### config.mk
export PLATFORM = sky130hd
export DESIGN_NAME = gpio_pad_in_sync
export DESIGN_NICKNAME = d
export VERILOG_FILES = /design/src/rtl/gpio_pad_in_sync.sv
export SDC_FILE = /design/constraint.sdc
export NUM_CORES = 1
export LEC_CHECK = 0
export ABC_AREA = 1
export BUFFER_PORTS_ARGS = -buffer_cell sky130_fd_sc_hd__buf_2
export CORE_AREA = 2 2 199 201
export CTS_BUF_LIST = sky130_fd_sc_hd__clkbuf_8 sky130_fd_sc_hd__clkbuf_16
export DETAILED_ROUTE_END_ITERATION = 6
export DIE_AREA = 0 0 201 203
export GPL_TIMING_DRIVEN = 1
export HOLD_SLACK_MARGIN = 0.15
export PLACE_DENSITY = 0.66
export SLEW_MARGIN = 20
export SYNTH_ARGS = -nofsm -noshare
export SYNTH_HDL_FRONTEND = slang
export SYNTH_SLANG_ARGS = --single-unit
### constraint.sdc
create_clock -name clk_i -period 1.05 [get_ports clk_i]
set_input_delay 0.0525 -clock clk_i [delete_from_list [all_inputs] [get_ports clk_i]]
set_output_delay 0.0525 -clock clk_i [all_outputs]
set_load 0.005 [all_outputs]
### src/rtl/gpio_pad_in_sync.sv
// Pad-to-core receive path: two-flop synchroniser, optional per-pin debounce
// (GPIO_DEBOUNCE_EN), edge/level event detection and sticky interrupt status.
module gpio_pad_in_sync #(
    parameter int NUM_GPIO   = 64,
    parameter int NUM_PADS   = 58,
    parameter int DEBOUNCE_W = 8
) (
    input  logic                    clk_i,
    input  logic                    rst_ni,
    input  logic [NUM_GPIO-1:0]     pad_in_i,
    input  logic [NUM_GPIO-1:0]     in_en_i,
    input  logic [NUM_GPIO-1:0]     irq_en_i,
    input  logic [2*NUM_GPIO-1:0]   irq_type_i,
    input  logic [NUM_GPIO-1:0]     irq_clr_i,
    output logic [NUM_GPIO-1:0]     gpio_in_o,
    output logic [NUM_GPIO-1:0]     irq_status_o,
    output logic                    irq_o
`ifdef GPIO_DEBOUNCE_EN
    ,
    input  logic [DEBOUNCE_W-1:0]   debounce_cnt_i
`endif
);

    // Unbonded pins are tied low at the first synchroniser stage.
    localparam logic [NUM_GPIO-1:0] PAD_MASK = {NUM_GPIO{1'b1}} >> (NUM_GPIO - NUM_PADS);

    logic [NUM_GPIO-1:0] s1_q, s2_q;
    logic [NUM_GPIO-1:0] gpio_in_q, gpio_in_d;
    logic [NUM_GPIO-1:0] prev_q;
    logic [NUM_GPIO-1:0] status_q, status_d;
    logic [NUM_GPIO-1:0] stable;
    logic [NUM_GPIO-1:0] rise, fall, evt;

    always_ff @(posedge clk_i or negedge rst_ni) begin
        if (!rst_ni) begin
            s1_q <= '0;
            s2_q <= '0;
        end else begin
            s1_q <= pad_in_i & PAD_MASK;
            s2_q <= s1_q & PAD_MASK;
        end
    end

`ifdef GPIO_DEBOUNCE_EN
    localparam logic [DEBOUNCE_W-1:0] CNT_ONE = {{(DEBOUNCE_W-1){1'b0}}, 1'b1};

    logic [NUM_GPIO-1:0]   stable_q, stable_d;
    logic [DEBOUNCE_W-1:0] cnt_q [NUM_GPIO];
    logic [DEBOUNCE_W-1:0] cnt_d [NUM_GPIO];

    // Compare is one bit wider so counter+1 never wraps before the threshold test.
    always_comb begin
        stable_d = stable_q;
        for (int i = 0; i < NUM_GPIO; i++) begin
            cnt_d[i] = '0;
            if (s2_q[i] != stable_q[i]) begin
                if (({1'b0, cnt_q[i]} + {1'b0, CNT_ONE}) >= {1'b0, debounce_cnt_i}) begin
                    stable_d[i] = s2_q[i];
                end else if (cnt_q[i] != {DEBOUNCE_W{1'b1}}) begin
                    cnt_d[i] = cnt_q[i] + CNT_ONE;
                end else begin
                    cnt_d[i] = cnt_q[i];
                end
            end
        end
    end

    always_ff @(posedge clk_i or negedge rst_ni) begin
        if (!rst_ni) begin
            stable_q <= '0;
            for (int i = 0; i < NUM_GPIO; i++) begin
                cnt_q[i] <= '0;
            end
        end else begin
            stable_q <= stable_d;
            for (int i = 0; i < NUM_GPIO; i++) begin
                cnt_q[i] <= cnt_d[i];
            end
        end
    end

    assign stable = stable_q;
`else
    assign stable = s2_q;
`endif

    assign gpio_in_d = stable & in_en_i;
    assign rise      = gpio_in_q & ~prev_q;
    assign fall      = ~gpio_in_q & prev_q;

    always_comb begin
        evt = '0;
        for (int i = 0; i < NUM_GPIO; i++) begin
            case (irq_type_i[2*i +: 2])
                2'b00:   evt[i] = rise[i];
                2'b01:   evt[i] = fall[i];
                2'b10:   evt[i] = rise[i] | fall[i];
                default: evt[i] = gpio_in_q[i];
            endcase
        end
    end

    // A coincident clear and new event leaves the bit set.
    assign status_d = (status_q & ~irq_clr_i) | (irq_en_i & evt);

    always_ff @(posedge clk_i or negedge rst_ni) begin
        if (!rst_ni) begin
            gpio_in_q <= '0;
            prev_q    <= '0;
            status_q  <= '0;
        end else begin
            gpio_in_q <= gpio_in_d;
            prev_q    <= gpio_in_q;
            status_q  <= status_d;
        end
    end

    assign gpio_in_o    = gpio_in_q;
    assign irq_status_o = status_q;
    assign irq_o        = |status_q;

endmodule

==> results by group <==
Cells and area
  • Most common cell after layout, fill and taps aside: dlygate4sd3_1
  • Layout area overhead: 101%
  • Nets: 2913
  • Layout cells sized above 1: about two fifths
  • Most frequent cells in the layout: dlygate4sd3_1 (386), buf_2 (366), dfrtp_1 (289), buf_6 (271), inv_1 (265)

Worst hold path
  • Min-delay worst type: in -> async

STA
  • Tmin final: between 2 and 2.5 ns
  • Fin crit share: 192%
  • Post-Route Setup TNS: -33.40 ns
  • Setup violations, final: ~180
  • Clock Skew: between 0.01 and 0.015 ns
  • FMAX: approximately 500 MHz
  • Hold Fails Final Rpt: 14
  • RSZ-0062 raised after global routing: yes
  • Max-slew violation count: 0
  • Setup WS post-layout: -0.961 ns
  • Worst hold margin: -0.0174 ns

Pwr
  • Peak supply drop: between 1000 and 1500 uV
  • Leak: about 0.013 uW
  • Pwr Density: 1290 nW/um^2

Setup path
  • Required time worst endpoint: 1.00 ns
  • Critical Path End Type: output pin
  • Critical-path maximum fanout: 3
  • Critical path class: reg -> out
  • Crit path DAT: around 2.0 ns
  • Critical path startpoint category: flip-flop

Floorplan
  • Total Die Area: ~41000 sq um
  • Die Height: about 200 um
  • Core Area: just under 40000 sq um
  • Initial Utilization: between 30 and 40%
  • Ports: a little over 500
  • Die width: approximately 200 um
  • Floorplan row count: roughly 70

Global route
  • Antenna violations before repair: 17
  • Gr ovfl total: 0
  • Vias in the first global route: 15700
  • GRT Total Usage: between 20% and 30%
  • Largest net degree at the start of global routing: 47
  • First-pass GRT wire length: 84200 um

Drt
  • Routed Antenna Nets: 0
  • Aggregate routed wire length: approximately 60000 um
  • Routed wire per std cell: 20.1 um
  • Drt via density: approximately 4.8
  • First DRT Iteration DRCs: 831
  • Vias after detailed routing: around 14000
  • Residual DRC: 0
  • Drt first pass iters: 5

Logic synthesis
  • Area contributors post-synth: dfrtp_1 (59%), ha_1 (12%), inv_1 (8.9%), nand2_1 (7.6%), o211ai_1 (3.5%)
  • Mapped Area: 12500 sq um
  • Synth area leader: dfrtp_1
  • Yosys top cell area share: around three fifths
  • Synth Warn #: 0
  • Syn Area/Cell: between 9 and 10 sq um
  • Gate Count Post-Synth: between 1000 and 1500
  • Synth Register Bits: 296
  • Sequential cell area fraction in the yosys report: 59.5%
  • Yosys cell types: 11

CTS
  • Clk root buf: clkbuf_16
  • Post-CTS Hold Fix Bufs: 386
  • Total CTS buffers: 36
  • Clk slew on worst S/H paths: around 0.06 ns
  • H-Tree Level Count: 2
  • Worst skew pair latency: about 0.54 ns
  • CTS tree: done
  • Clock Tree Buf Depth: 3
  • Clk sinks: 296

Placement
  • Setup WS pre-CTS: -0.455 ns
  • Buffers on Ports: 478
  • Global placer's final weighted congestion: 0.893
  • DP HPWL: a little under 30000 um

Job
  • Max-cap violation count: 0

Outcome
  • Outcome: finished, violations left
  • Failing checks: negative hold slack, negative setup slack
power breakdown:
part           total [uW]  internal, uW  switching (uW)
Combinational        6960          3950            3020
Clock               12600          7660            4930
Sequential          12700         12100             553
layout make-up:
class,count,area (sq um)
multi-input combinational,654,4930
sequential,296,7420
clock buffer,45,1040
antenna,14,35.0
fill,2509,13400
clock inverter,16,151
inverter,296,1170
tap,518,648
timing repair buffer,1127,9640
worst max-delay path: stages, from the launching register on:
cell and delay [ns]:
dfrtp_1 0.40, nor2_1 0.15, nand2_1 0.13, nor2_2 0.17, nand2_1 0.15, nor2_2 0.20, nand2_4 0.09, buf_6 0.12
routing by layer:
metal  global-route usage [%]  up-vias  share of wire (%)
met5                        0        -              0.086
li1                         -     6178                  -
met3                     7.22      380                7.1
met4                     21.9        8                8.5
met1                     26.0     6744                 33
met2                     47.9      864                 51
path summary, 6_finish.rpt:
path                                       startpoint                         end  slack [ns]  cells past startpoint
max                        irq_status_o[36]$_DFF_PN0_                       irq_o       -0.96                      7
min                                            rst_ni          s1_q[56]$_DFF_PN0_       -0.02                      2
max in group asynchronous                      rst_ni        prev_q[29]$_DFF_PN0_        0.43                      4
max reg2reg                   gpio_in_o[34]$_DFF_PN0_  irq_status_o[34]$_DFF_PN0_       -0.36                      6
min reg2reg                        s1_q[28]$_DFF_PN0_          s2_q[28]$_DFF_PN0_        0.34                      0
min in group clk_i                       pad_in_i[17]          s1_q[17]$_DFF_PN0_        0.17                      2
cell usage after synthesis:
| cell type | n |
|---|---|
| nand3_1 | 59 |
| inv_1 | 296 |
| nand2_1 | 252 |
| ha_1 | 116 |
| dfrtp_1 | 296 |
| a21oi_1 | 58 |
| conb_1 | 1 |
| o21ai_0 | 58 |
| o211ai_1 | 58 |
| nor2_1 | 47 |
| buf_4 | 6 |
sequential cells by signal, indices dropped and copies added (netlist names):
signal / cells
irq_status_o: 64
gpio_in_o: 58
prev_q: 58
s1_q: 58
s2_q: 58
logic make-up after synthesis:
| kind of cell | count (synthesis) | share of synthesized area [%] |
|---|---|---|
| simple gates | 358 | 11.4 |
| other cells | 1 | 0.0301 |
| fa+ha+maj | 116 | 11.7 |
| flops | 296 | 59.5 |
| buf+inv | 302 | 9.28 |
| compound gates | 174 | 8.16 |
timing repair:
item	in CTS	in global routing
buffers inserted	98	58
resized for setup	409	177
hold endpoints to repair	476	22
setup endpoints to repair	181	181
cloned	0	0
pin swaps	127	150
per-stage QoR:
stage	cell area, sq um	total power [uW]	instances	utilization (%)
floorplan	12500	13800	1252	-
global placement	16700	16200	2396	43.5
detailed placement	16700	16400	2396	43.5
CTS	24000	31300	2916	62.4
global route	25000	33500	2964	65.0
finish	25000	32200	2966	65.0
(Power assumes the default switching activity.)
